$ cat src/rtl/glsu_cluster_sequencer.sv
// glsu_cluster_sequencer: broadcasts vector requests to every cluster and tracks in-flight loads/stores.
// Optional stall/broadcast performance counters are enabled with GLSU_SEQ_PERF_EN.
module glsu_cluster_sequencer #(
  parameter int NrClusters     = 4,
  parameter int MaxOutstanding = 4,
  parameter int CntW           = $clog2(MaxOutstanding + 1)
) (
  input  logic                  clk_i,
  input  logic                  rst_i,
  input  logic                  req_valid_i,
  input  logic [1:0]            req_kind_i,
  output logic                  req_ready_o,
  output logic [NrClusters-1:0] cluster_valid_o,
  input  logic [NrClusters-1:0] cluster_ready_i,
  input  logic                  ar_addrgen_ack_i,
  input  logic                  aw_addrgen_ack_i,
  output logic [CntW-1:0]       ld_outstanding_o,
  output logic [CntW-1:0]       st_outstanding_o,
  output logic                  busy_o,
  output logic                  ack_err_o
`ifdef GLSU_SEQ_PERF_EN
  ,
  output logic [31:0]           stall_cycles_o,
  output logic [31:0]           bcast_cycles_o
`endif
);
  typedef enum logic [1:0] {IDLE, DRAIN, BCAST} state_t;
  localparam logic [CntW-1:0] MAX = CntW'(MaxOutstanding);
  state_t state, state_n;
  logic [1:0] kind, kind_n;
  logic [NrClusters-1:0] mask, mask_n, acc;
  logic [CntW-1:0] ld_n, st_n;
  logic done, ld_dec, st_dec, stall;
  assign cluster_valid_o = state == BCAST ? ~mask : '0;
  assign acc = mask | (cluster_valid_o & cluster_ready_i);
  assign done = state == BCAST && &acc;
  assign req_ready_o = done;
  // acks against an empty counter are errors and never wrap the count
  assign ld_dec = ar_addrgen_ack_i && ld_outstanding_o != '0;
  assign st_dec = aw_addrgen_ack_i && st_outstanding_o != '0;
  assign ld_n = ld_outstanding_o + CntW'(done && kind == 2'd1) - CntW'(ld_dec);
  assign st_n = st_outstanding_o + CntW'(done && kind == 2'd2) - CntW'(st_dec);
  assign stall = (req_kind_i == 2'd1 && ld_outstanding_o == MAX) ||
                 (req_kind_i == 2'd2 && st_outstanding_o == MAX);
  assign busy_o = state != IDLE || ld_outstanding_o != '0 || st_outstanding_o != '0;
  always_comb begin
    state_n = state;
    kind_n  = kind;
    mask_n  = mask;
    case (state)
      IDLE: if (req_valid_i) begin
        kind_n  = req_kind_i;
        mask_n  = '0;
        state_n = (req_kind_i == 2'd3 && busy_o) ? DRAIN : stall ? IDLE : BCAST;
      end
      DRAIN: state_n = (ld_n == '0 && st_n == '0) ? BCAST : DRAIN;
      BCAST: begin
        mask_n  = acc;
        state_n = done ? IDLE : BCAST;
      end
      default: state_n = IDLE;
    endcase
  end
  always_ff @(posedge clk_i or posedge rst_i)
    if (rst_i) begin
      state            <= IDLE;
      kind             <= '0;
      mask             <= '0;
      ld_outstanding_o <= '0;
      st_outstanding_o <= '0;
      ack_err_o        <= 1'b0;
    end else begin
      state            <= state_n;
      kind             <= kind_n;
      mask             <= mask_n;
      ld_outstanding_o <= ld_n;
      st_outstanding_o <= st_n;
      ack_err_o        <= ack_err_o | (ar_addrgen_ack_i && !ld_dec) | (aw_addrgen_ack_i && !st_dec);
    end
`ifdef GLSU_SEQ_PERF_EN
  logic stall_cyc, bcast_cyc;
  assign stall_cyc = req_valid_i && (state == DRAIN || (state == IDLE && stall));
  assign bcast_cyc = state == BCAST && !done;
  always_ff @(posedge clk_i or posedge rst_i)
    if (rst_i) begin
      stall_cycles_o <= '0;
      bcast_cycles_o <= '0;
    end else begin
      stall_cycles_o <= stall_cycles_o + 32'(stall_cyc && stall_cycles_o != '1);
      bcast_cycles_o <= bcast_cycles_o + 32'(bcast_cyc && bcast_cycles_o != '1);
    end
`endif
endmodule

$ cat config.mk
export PLATFORM = sky130hd
export DESIGN_NAME = glsu_cluster_sequencer
export DESIGN_NICKNAME = d
export VERILOG_FILES = /design/src/rtl/glsu_cluster_sequencer.sv
export SDC_FILE = /design/constraint.sdc
export NUM_CORES = 1
export LEC_CHECK = 0
export BUFFER_PORTS_ARGS = -buffer_cell sky130_fd_sc_hd__buf_2
export CAP_MARGIN = 20
export CELL_PAD_IN_SITES_DETAIL_PLACEMENT = 0
export CELL_PAD_IN_SITES_GLOBAL_PLACEMENT = 2
export CORE_UTILIZATION = 27
export DETAILED_ROUTE_END_ITERATION = 10
export HOLD_SLACK_MARGIN = 0.05
export PLACE_DENSITY = 0.77
export SLEW_MARGIN = 20
export SYNTH_ARGS = -nofsm -noshare
export SYNTH_HDL_FRONTEND = slang
export SYNTH_SLANG_ARGS = --single-unit
$ cat constraint.sdc
create_clock -name clk_i -period 2.65 [get_ports clk_i]
set_input_delay 0.3975 -clock clk_i [delete_from_list [all_inputs] [get_ports clk_i]]
set_output_delay 0.3975 -clock clk_i [all_outputs]
set_load 0.005 [all_outputs]
## Word level (Yosys, flattened, before mapping)

Index checks and enable logic that the tools add are counted.

| cells by class | value |
|---|---|
| $add $sub $neg | 4 |
| equality and inequality tests | 10 |
| mux-type cells | 9 |
| bitwise operators | 5 |
| reduce and logical (&&, ||, !) cells | 26 |

Operators with widths:

| kind | count |
|---|---|
| $logic_and 1x1->1 | 11 |
| $mux 2 | 5 |
| $eq 2x2->1 const B | 4 |
| $mux 4 | 2 |
| $pmux 4 s2 | 1 |
| $add 3x1->3 | 2 |
| $eq 2x1->1 const B | 3 |
| $eq 3x3->1 const B | 2 |
| $logic_not 3->1 | 2 |
| $pmux 2 s3 | 1 |
| $reduce_bool 3->1 | 2 |
| $sub 3x1->3 | 2 |
| $and 4x4->4 | 1 |
| $not 4->4 | 1 |
| $or 4x4->4 | 1 |
| $reduce_and 2->1 | 2 |
| $reduce_and 4->1 | 1 |
| $reduce_bool 2->1 | 2 |
| $logic_or 1x1->1 | 3 |
| $logic_not 1->1 | 2 |
| $logic_not 2->1 | 1 |
| $ne 2x2->1 const B | 1 |
| $or 1x1->1 | 2 |

| word-level totals | value |
|---|---|
| bits in registers | 15 |
| bits of input ports | 11 |
| output and inout port bits | 13 |
| word-level logic and storage cells | 60 |

## Longest topological paths before layout

| logic depth | value |
|---|---|
| word-level depth | 13 |
| mapped depth | 12 |
| gate-level depth less buffers | 12 |

## Worst setup path before layout

Ideal clock, no wire load.

| timing | value |
|---|---|
| kind | flip-flop to flip-flop |
| start point | register state[1] |
| end point | register state[1] |
| setup time | 0.077 ns |
| data arrival time | 2.823 ns |
| data required time | 2.573 ns |
| slack | -0.249 ns |
| cell stages (with the launch flop) | 13 |
| buffers on the path | 1 |
| period minus slack after synthesis | 2.899 ns |
| cell sequence | dfrtp_1 -> clkbuf_1 -> nand2_1 -> nor2_1 -> nand3b_1 -> ha_1 -> inv_1 -> ha_1 -> fa_1 -> or4b_1 -> nor4_2 -> a31oi_1 -> o21ai_1 |

| between the ends | value |
|---|---|
| cells in the longest elaborated chain, start to end | 13 |
| elaborated cells between the ends (all ways) | 27 |

RTL lines:

| element | RTL line | text |
|---|---|---|
| start: declaration | 29 | `state_t state, state_n;` |
| start signal: assignment | 73 | `state <= state_n;` |
| $eq 2x2->1 (*) | 34, 36 |  |
| $mux 4 | 34 | `assign cluster_valid_o = state == BCAST ? ~mask : '0;` |
| $and 4x4->4 | 35 | `assign acc = mask \| (cluster_valid_o & cluster_ready_i);` |
| $or 4x4->4 | 35 |  |
| $reduce_and 4->1 | 36 | `assign done = state == BCAST && &acc;` |
| $logic_and 1x1->1 (*) | 36 |  |
| via req_ready_o | 12 | `output logic req_ready_o,` |
| $logic_and 1x1->1 (*) | 41 | `assign ld_n = ld_outstanding_o + CntW'(done && kind == 2'd1) - CntW'(ld_dec);` |
| $add 3x1->3 (*) | 41 |  |
| $sub 3x1->3 (*) | 41 |  |
| via ld_n[1] | 32 | `logic [CntW-1:0] ld_n, st_n;` |
| $logic_not 3->1 (*) | 56 | `DRAIN: state_n = (ld_n == '0 && st_n == '0) ? BCAST : DRAIN;` |
| $logic_and 1x1->1 (*) | 56 |  |
| $mux 2 (*) | 56 |  |
| $pmux 2 s3 (*) | 50 | `case (state)` |

The timed path passes the listed nets; every way through them passes the cells marked *. The select of a mux whose other input is x is not followed.
A chain may end at the register's enable or synchronous reset.

## Worst setup path after layout

| timing | value |
|---|---|
| start point | register mask[1] |
| end point | register state[1] |

| between the ends | value |
|---|---|
| cells in the longest elaborated chain, start to end | 13 |
| elaborated cells between the ends (all ways) | 18 |

RTL lines:

| element | RTL line | text |
|---|---|---|
| start: declaration | 31 | `logic [NrClusters-1:0] mask, mask_n, acc;` |
| start signal: assignment | 75 | `mask <= mask_n;` |
| $not 4->4 | 34 |  |
| $mux 4 | 34 |  |
| $and 4x4->4 | 35 |  |
| $or 4x4->4 (*) | 35 |  |
| $reduce_and 4->1 (*) | 36 |  |
| $logic_and 1x1->1 (*) | 36 |  |
| $logic_and 1x1->1 (*) | 41 |  |
| $add 3x1->3 (*) | 41 |  |
| $sub 3x1->3 (*) | 41 |  |
| via ld_n[1] | 32 |  |
| $logic_not 3->1 (*) | 56 |  |
| $logic_and 1x1->1 (*) | 56 |  |
| $mux 2 (*) | 56 |  |
| $pmux 2 s3 (*) | 50 |  |

The timed path passes the listed nets; every way through them passes the cells marked *.

==> results.py <==
metrics = {
    "sta": {
        "layout_setup_ws_ns": -0.210,
        "worstMarginPinSlew_ns": 0.582,
        "skew_ns": 0.00264,
        "rsz0062_at_grt": "yes",
        "period_share": 1.08,
        "fmax_mhz": 350,
        "slew_headroom": 0.612,
        "drv_slew": 0,
        "final_hold_viol_count": 0,
        "layout_min_cycle_time_ns": 2.86,
        "finalSetupViolations": 2,
    },
    "drt": {
        "drt-wirelength-per-cell_um": 12.7,
        "avgViaCountPerCell": 4.71,
        "ant_nets": 0,
        "vias": 726,
        "drt_iter0_drc": 39,
        "drcViolationCount": 6,
        "finalWirelength_um": 1960,
        "first_pass_iters": 7,
    },
    "critical_path": {
        "crit_path_start_kind": "flop",
        "worstSetupEndpointType": "flop",
        "slowest_delay_ns": 0.57,
        "path_delay_family": "simple AND/OR/NAND/NOR gates",
        "crit_path_top_delay_cell": "or4b_4",
        "arrival_ns": 3.06,
        "path_cells": "o22a_1, o221ai_2, nor2_2, nand3b_1, ha_1, inv_1, ha_2, fa_1, or4b_4, nor4_4, a31oi_1, o21ai_1",
        "crit_buf_inv": 1,
        "crit_type": "flop to flop",
        "critical_path_peak_fanout": 3,
        "cp.required_ns": 2.85,
    },
    "placement": {
        "place_inst": 149,
        "dp_hpwl_um": 1580,
        "numPortBuffers": 23,
        "gp_congestion": 0.737,
    },
    "synthesis": {
        "yosys_warnings": 0,
        "synth_nets": 95,
        "synthCells": 78,
        "ys_types": 27,
        "syn_area_um2": 818,
        "syn_avg_cell_area_um2": 10.5,
        "ys_ff_latch": 15,
        "seq_area_frac_synth": 0.459,
    },
    "grt": {
        "use_met3": 0.0227,
        "globalRouteTotalUtil": 0.130,
        "grt_pass1_wl_um": 3200,
        "use_met1": 0.146,
        "grt_max_degree": 16,
        "antenna_found_initial": 0,
        "grt_busiest_layer": "met2",
        "grt_overflow": 0,
        "met2_usage": 0.244,
        "grt_pass1_vias": 752,
    },
    "floorplanning": {
        "ios": 24,
        "die-area_um2": 3250,
        "rows": 19,
        "initial_core_util": 0.292,
        "die_y_um": 57.1,
        "core_region_area_um2": 2810,
        "die_x_um": 57.1,
    },
    "finish": {
        "nets": 141,
        "drive_above_1_share": 0.439,
        "num_antenna_cells": 0,
        "area_delta_synth_final_pct": 42.2,
        "finalNonFillerCells": 154,
    },
    "pwr": {
        "p_per_area_nw_per_um2": 1170,
        "p_leak_uw": 0.000575,
        "peakVddDrop_mv": 0.592,
        "total_power_uw": 1360,
    },
    "clock_network": {
        "clockBufferDepth": 2,
        "root_buffer": "clkbuf_4",
        "clkLatencyLatePin_ns": 0.28,
        "tritoncts": "yes",
        "htree_levels": 1,
        "clock_sinks": 15,
        "holdBufCountCts": 0,
        "clkSlewWorstSetupHoldPaths_ns": 0.09,
        "numCtsBuffers": 3,
    },
    "run": {
        "maxCapViolCount": 0,
    },
    "status": {
        "violations": "DRC, setup timing",
        "status": "finished, violations left",
    },
    "worst_hold_path": {
        "hp-class": "primary input to asynchronous set/reset pin",
    },
}
## layer usage
layer | part of all wire | vias to the layer above
met4 | 0 | 0
met3 | 0.043 | 0
li1 | - | 367
met1 | 0.41 | 342
met5 | 0 | -
met2 | 0.54 | 17
## cell type report
type / instances / area, um^2
well taps: 31 / 38.8
clock buffers: 4 / 26.3
fillers: 290 / 1640
inverters: 8 / 30.0
flip-flops and latches: 15 / 375
repair buffers: 42 / 258
multi-input cells: 54 / 435
## worst reg2reg max path, stage by stage (launching register included)
cell      delay [ns]
dfrtp_1         0.36
o22a_1          0.16
o221ai_2        0.10
nor2_2          0.14
nand3b_1        0.12
ha_1            0.29
inv_1           0.04
ha_2            0.16
fa_1            0.46
or4b_4          0.57
nor4_4          0.19
a31oi_1         0.07
o21ai_1         0.13
## synth_stat cells (all sizes together)
| cell type | instances | area share |
|---|---|---|
| xnor3 | 2 | 0.055 |
| nand2b | 1 | 0.0077 |
| nor2b | 2 | 0.015 |
| a21oi | 8 | 0.049 |
| a221o | 1 | 0.012 |
| nor3 | 3 | 0.018 |
| clkbuf | 1 | 0.0046 |
| or3 | 1 | 0.0077 |
| a41oi | 1 | 0.011 |
| nor2 | 12 | 0.055 |
| nor4 | 1 | 0.015 |
| o22a | 1 | 0.011 |
| o221ai | 1 | 0.011 |
| inv | 8 | 0.037 |
| dfrtp | 15 | 0.46 |
| ha | 4 | 0.061 |
| nor3b | 1 | 0.0092 |
| a311oi | 1 | 0.011 |
| a31oi | 1 | 0.0077 |
| nand3b | 2 | 0.018 |
| a32oi | 1 | 0.011 |
| mux2 | 2 | 0.028 |
| o21ai | 2 | 0.012 |
| or4b | 1 | 0.012 |
| fa | 2 | 0.049 |
| nand2 | 3 | 0.014 |
## final timing paths
kind / startpoint / endpoint / slack, ns / cells after the start
hold / removal: rst_i / kind[1]$_DFFE_PP0P_ / 0.16 / 2
hold reg to reg: ack_err_o$_DFF_PP0_ / ack_err_o$_DFF_PP0_ / 0.50 / 1
min in group clk_i: ar_addrgen_ack_i / ack_err_o$_DFF_PP0_ / 0.36 / 2
setup reg to reg: mask[1]$_DFFE_PP0P_ / state[1]$_DFFE_PP0P_ / -0.21 / 12
setup / recovery: mask[1]$_DFFE_PP0P_ / state[1]$_DFFE_PP0P_ / -0.21 / 12
max in group asynchronous: rst_i / st_outstanding_o[1]$_DFF_PP0_ / 2.11 / 2
## layout by cell type (no fill, tap or decap), drive strengths merged, types with 3 or more instances in the layout
cell and count:
nor2 12, nand2 3, ha 4, buf 42, nor3 3, dfrtp 15
clkbuf 4, inv 8, a21oi 8
## sequential cells by signal (all words and copies together) (netlist names)
register and count:
ack_err_o 1, st_outstanding_o 3, mask 4, kind 2, state 2, ld_outstanding_o 3
## cell families after synthesis
kind of cell               synth area share
AOI/OAI and AO/OA                     0.135
xor gates and xnor gates             0.0550
adders and majority gates             0.110
buffers and inverters                0.0413
DFF                                   0.459
muxes                                0.0275
and+or+nand+nor                       0.173
## report_power, final
| part | internal [uW] | leakage, uW | switching, uW |
|---|---|---|---|
| clock | 58.3 | 0.0000150 | 71.3 |
| sequential | 340 | 0.000178 | 59.5 |
| combinational | 444 | 0.000383 | 387 |
| total | 842 | 0.000575 | 518 |
## metrics by stage
stage          area [um^2]  setup TNS, ns  utilization  setup WS [ns]  hold slack [ns]
2_1_floorplan          833        -0.0489            -        -0.0489            0.299
3_3_place_gp          1110         -0.646        0.397         -0.343            0.475
3_5_place_dp          1110         -0.795        0.397         -0.438            0.487
4_1_cts               1160         -0.430        0.412         -0.259            0.181
5_1_grt               1160         -0.718        0.415         -0.422            0.202
6_report              1160         -0.335        0.415         -0.210            0.165
## repair_timing
item	CTS	global route
pin swaps	0	1
endpoints found under the setup margin	2	2
resized for setup	3	0
buffers inserted	0	1
No activity file was read; power rests on OpenSTA's default activity.
